--- src/rtl/ps2_host_tx.sv ---
// PS/2 host-to-device transmitter: inhibit, request-to-send, 11-bit clocked frame, device ACK check.
// Define PS2_TX_RETRY_EN to retry a transfer once after a NACK or timeout before reporting error.
module ps2_host_tx #(
    parameter int INHIBIT_CYCLES = 10000,
    parameter int TIMEOUT_CYCLES = 1500000,
    parameter int FILTER_LEN     = 8
) (
    input  logic       clk,
    input  logic       rst,
    input  logic       tx_valid,
    input  logic [7:0] tx_data,
    output logic       tx_ready,
    output logic       busy,
    output logic       done,
    output logic       error,
    input  logic       ps2_clk_in,
    input  logic       ps2_data_in,
    output logic       ps2_clk_oe,
    output logic       ps2_data_oe
);

    localparam int INH_W = $clog2(INHIBIT_CYCLES + 1);
    localparam int TMO_W = $clog2(TIMEOUT_CYCLES + 1);
    localparam int FLT_W = $clog2(FILTER_LEN + 1);
    localparam logic [INH_W-1:0] INH_LAST = INH_W'(INHIBIT_CYCLES - 1);
    localparam logic [INH_W-1:0] INH_PRE  = INH_W'(INHIBIT_CYCLES - 2);
    localparam logic [TMO_W-1:0] TMO_LAST = TMO_W'(TIMEOUT_CYCLES - 1);
    localparam logic [FLT_W-1:0] FLT_LAST = FLT_W'(FILTER_LEN - 1);
    localparam logic             START_AT_ENTRY = (INHIBIT_CYCLES == 1);

    typedef enum logic [2:0] {IDLE, INHIBIT, REQ, SEND, ACK, RELEASE, FAIL} state_t;

    state_t             state;
    logic [7:0]         shreg;
    logic               parity;
    logic [3:0]         bit_cnt;
    logic [INH_W-1:0]   inh_cnt;
    logic [TMO_W-1:0]   tmo_cnt;
    logic               clk_s_p0, clk_s_p1, data_s_p0, data_s_p1;
    logic               clk_filt, fall;
    logic [FLT_W-1:0]   flt_cnt;
    logic               accept, tmo_active, tmo_hit, nack_hit, fail_hit;
`ifdef PS2_TX_RETRY_EN
    logic               retry;
`endif

    function automatic logic odd_parity(input logic [7:0] d);
        return ~^d;
    endfunction

    assign accept     = (state == IDLE) && tx_valid && tx_ready;
    assign tmo_active = (state == REQ) || (state == SEND) || (state == ACK) || (state == RELEASE);
    assign tmo_hit    = tmo_active && (tmo_cnt == TMO_LAST);
    assign nack_hit   = (state == ACK) && fall && data_s_p1;
    // Timeout is checked ahead of any fall handled in the same cycle
    assign fail_hit   = tmo_hit || nack_hit;

    // Stage p0/p1: pin synchronizers, then a run-length glitch filter on the clock
    always_ff @(posedge clk) begin
        if (!rst) begin
            clk_s_p0  <= 1'b1;
            clk_s_p1  <= 1'b1;
            data_s_p0 <= 1'b1;
            data_s_p1 <= 1'b1;
            clk_filt  <= 1'b1;
            flt_cnt   <= '0;
            fall      <= 1'b0;
        end else begin
            clk_s_p0  <= ps2_clk_in;
            clk_s_p1  <= clk_s_p0;
            data_s_p0 <= ps2_data_in;
            data_s_p1 <= data_s_p0;
            fall      <= 1'b0;
            if (clk_s_p1 == clk_filt) begin
                flt_cnt <= '0;
            end else if (flt_cnt == FLT_LAST) begin
                clk_filt <= clk_s_p1;
                flt_cnt  <= '0;
                fall     <= clk_filt;
            end else begin
                flt_cnt <= flt_cnt + FLT_W'(1);
            end
        end
    end

    always_ff @(posedge clk) begin
        if (accept) begin
            shreg  <= tx_data;
            parity <= odd_parity(tx_data);
        end
    end

    always_ff @(posedge clk) begin
        if (!rst) begin
            state       <= IDLE;
            tx_ready    <= 1'b1;
            busy        <= 1'b0;
            done        <= 1'b0;
            error       <= 1'b0;
            ps2_clk_oe  <= 1'b0;
            ps2_data_oe <= 1'b0;
            bit_cnt     <= '0;
            inh_cnt     <= '0;
            tmo_cnt     <= '0;
`ifdef PS2_TX_RETRY_EN
            retry       <= 1'b0;
`endif
        end else begin
            done  <= 1'b0;
            error <= 1'b0;
            if (tmo_active) tmo_cnt <= tmo_cnt + TMO_W'(1);
            if (fail_hit) begin
`ifdef PS2_TX_RETRY_EN
                if (!retry) begin
                    retry       <= 1'b1;
                    state       <= INHIBIT;
                    inh_cnt     <= '0;
                    tmo_cnt     <= '0;
                    ps2_clk_oe  <= 1'b1;
                    ps2_data_oe <= START_AT_ENTRY;
                end else begin
                    state       <= FAIL;
                    error       <= 1'b1;
                    ps2_clk_oe  <= 1'b0;
                    ps2_data_oe <= 1'b0;
                end
`else
                state       <= FAIL;
                error       <= 1'b1;
                ps2_clk_oe  <= 1'b0;
                ps2_data_oe <= 1'b0;
`endif
            end else begin
                case (state)
                    IDLE: if (accept) begin
                        state       <= INHIBIT;
                        tx_ready    <= 1'b0;
                        busy        <= 1'b1;
                        inh_cnt     <= '0;
                        ps2_clk_oe  <= 1'b1;
                        ps2_data_oe <= START_AT_ENTRY;
`ifdef PS2_TX_RETRY_EN
                        retry       <= 1'b0;
`endif
                    end
                    INHIBIT: begin
                        inh_cnt <= inh_cnt + INH_W'(1);
                        if (inh_cnt == INH_PRE) ps2_data_oe <= 1'b1;
                        if (inh_cnt == INH_LAST) begin
                            state      <= REQ;
                            ps2_clk_oe <= 1'b0;
                            tmo_cnt    <= '0;
                        end
                    end
                    REQ: begin
                        bit_cnt     <= '0;
                        ps2_data_oe <= 1'b1;
                        state       <= SEND;
                    end
                    // bit_cnt holds the number of falls seen so far; the new bit goes out on each fall
                    SEND: if (fall) begin
                        bit_cnt <= bit_cnt + 4'd1;
                        if (bit_cnt < 4'd8) begin
                            ps2_data_oe <= ~shreg[bit_cnt[2:0]];
                        end else if (bit_cnt == 4'd8) begin
                            ps2_data_oe <= ~parity;
                        end else begin
                            ps2_data_oe <= 1'b0;
                            state       <= ACK;
                        end
                    end
                    ACK: if (fall) state <= RELEASE;
                    RELEASE: if (clk_filt && data_s_p1) begin
                        done     <= 1'b1;
                        state    <= IDLE;
                        tx_ready <= 1'b1;
                        busy     <= 1'b0;
                    end
                    FAIL: begin
                        state    <= IDLE;
                        tx_ready <= 1'b1;
                        busy     <= 1'b0;
                    end
                    default: state <= IDLE;
                endcase
            end
        end
    end

endmodule

--- config.mk ---
export PLATFORM = sky130hd
export DESIGN_NAME = ps2_host_tx
export DESIGN_NICKNAME = d
export VERILOG_FILES = /design/src/rtl/ps2_host_tx.sv
export SDC_FILE = /design/constraint.sdc
export NUM_CORES = 1
export LEC_CHECK = 0
export CORE_MARGIN = 2
export CORE_UTILIZATION = 25
export CTS_CLUSTER_DIAMETER = 40
export DETAILED_ROUTE_END_ITERATION = 10
export REMOVE_ABC_BUFFERS = 1
export SYNTH_ARGS = -nofsm -noshare
export SYNTH_HDL_FRONTEND = slang
export SYNTH_SLANG_ARGS = --single-unit
--- constraint.sdc ---
create_clock -name clk -period 3.9 [get_ports clk]
set_input_delay 1.17 -clock clk [delete_from_list [all_inputs] [get_ports clk]]
set_output_delay 1.17 -clock clk [all_outputs]
set_load 0.02 [all_outputs]
==> summary.txt <==
Status
  – Run status: complete, no violations

Synth
  – Most instantiated flip-flop cell in the synthesis netlist: sky130_fd_sc_hd__dfxtp_1
  – Sequential-to-total area share from yosys stat: 45.6%
  – Number of flops mapped to enable cells by yosys: 9
  – Warnings from Yosys: 0
  – Async S/R FF share, synth: 0%
  – Cells after Synth: around 340
  – Post-synthesis average cell area: 9.30 sq um
  – Number of synthesized register bits: 67
  – Post-synthesis instance area: between 3000 and 4000 sq um
  – Post-synth cell types: just under 50

Cells and area
  – Layout cell share with drive strength beyond 1: roughly 7.5%
  – Total inserted antenna cells: 0
  – Number of standard cells in the final layout excluding fillers: 530
  – Layout overhead on the synthesized area: 20.4%
  – Net total in the final layout: around 380

Detailed routing
  – DR vias/cell: about 4.4
  – DR DRC count: 0
  – Antenna Violating Nets Remaining: 0
  – Wire length after detailed routing: 5920 um
  – Length of the first detailed-routing pass in iterations: 4
  – Post-DR wirelength/cell: ~11 um
  – Routed vias: about 2400
  – Number of design-rule violations left by the first detailed-router iteration: 68

STA
  – Post-Route Hold Slack: approximately 0.41 ns
  – Final hold violation count: 0
  – Clock skew after layout: around 0.0063 ns
  – Total negative slack: 0 ns
  – Setup repair after global routing missed its margin: false
  – Post-layout min period: 2.64 ns
  – Final clock period utilization by the worst path: 67.8%
  – Fmax: between 0.3 and 0.4 GHz
  – Final setup fails: 0
  – Slew at the pin closest to its max-slew limit: 0.935 ns
  – Tightest slew margin relative to the limit: 37.4%
  – Max-slew violations: 0

Worst setup path
  – Worst Reg-to-Reg Cells: 5
  – Type of the worst setup path: in -> reg
  – Slowest cell delay on critical path: between 0.5 and 0.6 ns
  – Critical path arrival: between 2 and 3 ns
  – Critical path cell sequence: clkdlybuf4s50_1, a21oi_1, nand4bb_1, nor4_1, xnor2_1, nor2_1
  – Top cell family by delay on the critical path: simple AND/OR/NAND/NOR gates
  – Crit path launch type: input pin
  – Data required, critical path: between 4 and 5 ns
  – Sort of element at the end of the critical path: register
  – Crit-path slowest cell: sky130_fd_sc_hd__clkdlybuf4s50_1
  – Worst path bufs/invs: 1
  – CP Max Fanout: 8
  – Endpoint of the worst-slack reg-to-reg timing path: tmo_cnt[0]$_SDFF_PN0_
  – RR Startpoint: inh_cnt[11]$_SDFFE_PN0P_
  – Register-to-register path setup slack: 1.61 ns

Global routing
  – Initial antenna violation count: 0
  – Wire length of the first global-routing pass: 10600 um
  – Final global-route overflow total: 0
  – Pin count of the biggest net entering global routing: 22
  – Vias in the first global route: ~2300
  – Overall Global Routing Usage: ~9.9%

Pwr
  – Total power density per cell area: 441 nW/um^2
  – Standby leakage power: about 1.3 nW
  – Worst ir drop on vdd: approximately 0.32 mV

Die
  – Io pins: 19
  – Floorplan die height: approximately 120 um
  – Die Span X: between 100 and 150 um
  – Die Footprint: 13500 sq um
  – Site row count: 40
  – Placeable core region: ~12000 sq um
  – Initial core utilization: between 20% and 30%

Min path
  – Source of the worst hold timing path: clk_s_p0$_SDFF_PN1_
  – Worst hold stages: 1
  – Worst Hold Class: reg -> reg
  – Hold endpoint: clk_s_p1$_SDFF_PN1_

Clock tree
  – Clock Tree Root: sky130_fd_sc_hd__clkbuf_16
  – Number of levels the H-tree was split into: 3
  – Clock Sinks: 67
  – Inserted Clock Buffers: 9
  – Clock-pin slew of the registers on the worst-case setup and hold paths: around 0.050 ns
  – Worst-Skew Late Latency: 0.32 ns
  – CTS-repair resized insts: 0
  – Quantity of hold-fixing buffers added after cts: 0
  – CTS tree: built
  – Number of buffers between clock root and the deepest sink: 2
  – Post-CTS Setup Repair Bufs: 0

Placed design
  – Final weighted congestion in routability-driven placement: between 0.7 and 0.8
  – Count of port buffers added during placement: 18
  – DP Cell Count: 514
  – Placed wire-length estimate after detailed placement: ~4200 um

Run
  – Number of violations of the max-capacitance limit: 0
registers in the layout, summed over array words and instances (netlist names):
signal / count
tmo_cnt: 21
error: 1
ps2_clk_oe: 1
data_s_p1: 1
done: 1
busy: 1
tx_ready: 1
flt_cnt: 4
state: 3
clk_s_p1: 1
clk_filt: 1
data_s_p0: 1
bit_cnt: 4
clk_s_p0: 1
shreg: 8
inh_cnt: 14
fall: 1
ps2_data_oe: 1
parity: 1
report_power, final:
group          internal (mW)  leakage, nW  switching [mW]
Sequential             0.726        0.555          0.0202
Clock                  0.512        0.149           0.291
Combinational         0.0559        0.576          0.0628
cells by family (layout without fill, tap and decap cells):
group | after synthesis | count (layout) | synth area share, %
DFF | 67 | 67 | 45.6
AOI/OAI and AO/OA | 31 | 31 | 6.25
muxes | 6 | 6 | 2.71
xor gates and xnor gates | 45 | 45 | 13.1
buffers and inverters | 21 | 45 | 3.15
and+or+nand+nor | 162 | 162 | 26.8
adders and majority gates | 6 | 6 | 2.39
stage by stage:
step / utilization (%) / area (sq um) / total power, mW / setup WS, ns
2_1_floorplan: - / 3080 / 0.830 / 1.62
3_3_place_gp: 28.6 / 3480 / 0.878 / 0.962
3_5_place_dp: 28.6 / 3480 / 0.880 / 0.899
4_1_cts: 31.1 / 3780 / 1.70 / 1.24
5_1_grt: 31.1 / 3780 / 1.74 / 1.12
6_report: 31.1 / 3780 / 1.67 / 1.26
synthesized netlist by cell type (all sizes together), types with 3 or more instances:
master	number	area, sq um
buf	6	42.5
or3	4	25.0
and2	3	18.8
nor3	16	80.1
edfxtp	9	270
mux2i	4	40.0
nand3	14	70.1
nand2b	9	56.3
dfxtp	58	1160
and3	6	37.5
o21ai	6	30.0
nand4	13	96.3
xnor2	27	236
inv	9	33.8
or4	3	22.5
nor2	49	184
nor3b	3	22.5
a21oi	11	55.1
ha	6	75.1
clkbuf	6	22.5
nand2	27	101
nor4	7	56.3
xor2	18	176
layout by cell type (no fill, tap or decap), types with 5 or more instances in the layout:
| cell type | netlist | layout |
|---|---|---|
| sky130_fd_sc_hd__inv_1 | 9 | 9 |
| sky130_fd_sc_hd__nand3_1 | 14 | 14 |
| sky130_fd_sc_hd__nor4_1 | 5 | 5 |
| sky130_fd_sc_hd__xnor2_1 | 27 | 27 |
| sky130_fd_sc_hd__ha_1 | 6 | 6 |
| sky130_fd_sc_hd__nand4_1 | 12 | 12 |
| sky130_fd_sc_hd__a21oi_1 | 11 | 11 |
| sky130_fd_sc_hd__clkbuf_16 | 0 | 9 |
| sky130_fd_sc_hd__nand2_1 | 27 | 27 |
| sky130_fd_sc_hd__clkdlybuf4s50_1 | 0 | 18 |
| sky130_fd_sc_hd__nor3_1 | 16 | 16 |
| sky130_fd_sc_hd__edfxtp_1 | 9 | 9 |
| sky130_fd_sc_hd__xor2_1 | 17 | 17 |
| sky130_fd_sc_hd__nand2b_1 | 9 | 9 |
| sky130_fd_sc_hd__and3_1 | 6 | 6 |
| sky130_fd_sc_hd__dfxtp_1 | 58 | 58 |
| sky130_fd_sc_hd__nor2_1 | 49 | 49 |
worst max-delay path by stage:
stage | from | endpoint | cells after the start
after floorplan | tx_valid | inh_cnt[13]$_SDFFE_PN0P_ | 5
after global placement | tx_valid | inh_cnt[13]$_SDFFE_PN0P_ | 6
after detailed placement | tx_valid | shreg[5]$_DFFE_PP_ | 3
after CTS | tx_valid | shreg[5]$_DFFE_PP_ | 3
after global routing | tx_valid | inh_cnt[3]$_SDFFE_PN0P_ | 6
final | tx_valid | inh_cnt[11]$_SDFFE_PN0P_ | 6
final cells by class:
| type | count | area [sq um] |
|---|---|---|
| sequential | 67 | 1430 |
| inverter | 9 | 33.8 |
| clock buffer | 10 | 239 |
| fill | 1266 | 8380 |
| clock inverter | 6 | 62.6 |
| tap | 168 | 210 |
| timing repair buffer | 20 | 195 |
| multi-input combinational | 250 | 1610 |
metal layers:
layer	share of wire (%)	up-vias	track usage, %
met3	3.2	7	3.22
met4	1.8	0	4.68
met2	46	23	16.0
met1	49	1105	12.0
met5	0	-	0
li1	-	1221	-
No activity file was read; power rests on OpenSTA's default activity.
==> RTL edit (config.mk and constraints unchanged) <==
Set the parameter `INHIBIT_CYCLES` to 40000 (it was 10000).
--- a/src/rtl/ps2_host_tx.sv
+++ b/src/rtl/ps2_host_tx.sv
@@ -1,7 +1,7 @@
 // PS/2 host-to-device transmitter: inhibit, request-to-send, 11-bit clocked frame, device ACK check.
 // Define PS2_TX_RETRY_EN to retry a transfer once after a NACK or timeout before reporting error.
 module ps2_host_tx #(
-    parameter int INHIBIT_CYCLES = 10000,
+    parameter int INHIBIT_CYCLES = 40000,
     parameter int TIMEOUT_CYCLES = 1500000,
     parameter int FILTER_LEN     = 8
 ) (
Formal check against the unedited RTL: no difference found for any inputs over 10 cycles, from zero or initial values and one cycle with rst low; that may be too few to reach the edited logic, so the function may still have changed.
==> RTL edit against the unedited design <==
  * Largest power group is now registers
  * Sequential cell count is 2 higher
  * Worst setup slack better by 0.072 ns
  * Total power is 1.4% lower
  * Routed wire length is 6.7% higher
  * Count of clock-buffer cells in the layout is 1 higher
  * Cell area is 2.3% higher
  * Final cell count is 3.0% higher
  * Area after synthesis is 3.4% higher
==> RTL edit: results (changes against the unedited design) <==
status: "finished, final reports clean"  # unchanged
min_period_over_period_pct: 66.0  # was 67.8%
place_area_sq_mm: 0.00360  # was 0.00348 sq mm
crit_end: "tmo_cnt[1]$_SDFF_PN0_"  # was inh_cnt[11]$_SDFFE_PN0P_
final_cells: 546  # was 530
reg2regPathDepth: 5  # unchanged
grt_use_met3_pct: 2.76  # was 3.22%
grt_start_max_net_pins: 22  # unchanged
ys_types: 52  # was 49
hold_slack_ns: 0.409  # about the same
drt_first_iter_violations: 93  # was 68
hold_path_depth: 1  # unchanged
dpl.hpwl_mm: 4.42  # was 4.23 mm
nNetsFinal: 389  # was 376
leakagePower_nw: 1.31  # was 1.28 nW
vdd_drop_max_uv: 245  # was 321 uV
antenna_found_initial: 0  # unchanged
async_flop_share_pct: 0  # unchanged
use_met1_pct: 12.9  # was 12.0%
cts_resized: 0  # unchanged
cts_root_buffer: "clkbuf_16"  # unchanged
grt_pass1_wl_mm: 11.3  # was 10.6 mm
port_buffers: 18  # unchanged
seq_area_frac_synth_pct: 45.3  # was 45.6%
cp_max_fo: 21  # was 8
n_antenna_cell: 0  # unchanged
synth_area_per_cell_sq_um: 9.28  # was 9.30 sq um
yosysWarnings: 0  # unchanged
use_met2_pct: 15.1  # was 16.0%
synth.area.top_cells: "dfxtp_1, edfxtp_1, xnor2_1"  # unchanged
grt_pass1_vias: 2449  # was 2,343
vias_per_cell: 4.59  # was 4.45
path_delay_family: "buffers and inverters"  # was simple AND/OR/NAND/NOR gates
arrival_ns: 2.82  # was 2.86 ns
cp-startpoint: "rst"  # was tx_valid
layout-drive-gt1-share_pct: 7.49  # was 7.46%
place_inst: 531  # was 514
htreeDepth: 3  # unchanged
clock_latency_ns: 0.33
reg2reg_to: "tmo_cnt[16]$_SDFF_PN0_"  # was tmo_cnt[0]$_SDFF_PN0_
skew_ns: 0.00692  # was 0.00627 ns
grt_usage_pct: 9.85  # was 9.91%
r2r-start: "state[1]$_SDFFE_PN0P_"  # was inh_cnt[11]$_SDFFE_PN0P_
hold_end: "data_s_p1$_SDFF_PN1_"  # was clk_s_p1$_SDFF_PN1_
worst_pin_slew_ns: 0.727  # was 0.935 ns
holdCritStartpoint: "data_s_p0$_SDFF_PN1_"  # was clk_s_p0$_SDFF_PN1_
cts_hold_buf: 0  # unchanged
largest_registers: "tmo_cnt (21), inh_cnt (16), shreg (8)"  # was tmo_cnt (21), inh_cnt (14), shreg (8)
cts_buffers: 9  # unchanged
cpMaxStageDelayCell: "clkdlybuf4s50_1"  # unchanged
first_pass_iters: 5  # was 4
r2r_slack_ns: 1.73  # was 1.61 ns
dpl_worst_slack_ns: 0.978  # was 0.899 ns
synth-edff-count: 9  # unchanged
critPathMaxStageDelay_ns: 0.81  # was 0.52 ns
wirelength_mm: 6.31  # was 5.92 mm
finalWeightedCongestion: 0.787  # was 0.764
synth_commonest_cells: "dfxtp_1, nor2_1, nand2_1, xnor2_1, xor2_1"  # unchanged
cts_setup_buffers: 0  # unchanged
path_clk_slew_ns: 0.05  # about the same
[RTL edit: power breakdown]
| group | internal [W] | switching (W) |
|---|---|---|
| clock | 0.000442 | 0.000293 |
| combinational | 0.0000629 | 0.0000767 |
| sequential | 0.000748 | 0.0000217 |
[RTL edit: routing by layer]
metal,vias up,part of all wire [%]
met5,-,0
met4,0,2.1
met1,1187,50
met2,48,44
met3,14,3.7
li1,1256,-
[RTL edit: layout make-up]
class,count,area (sq um)
sequential,69,1470
clock buffer,11,243
timing repair buffer,18,180
tap,172,215
inverter,15,56.3
fill,1338,8800
clock inverter,4,23.8
multi-input combinational,257,1680
[RTL edit: cells by family (layout without fill, tap and decap cells)]
| group | Yosys count | after routing | share of synthesized area [%] |
|---|---|---|---|
| flops | 69 | 69 | 45.3 |
| mux | 7 | 7 | 2.93 |
| simple gates | 164 | 164 | 26.2 |
| compound gates | 33 | 33 | 7.09 |
| buf+inv | 24 | 48 | 2.97 |
| fa+ha+maj | 6 | 6 | 2.31 |
| xor+xnor | 47 | 47 | 13.3 |
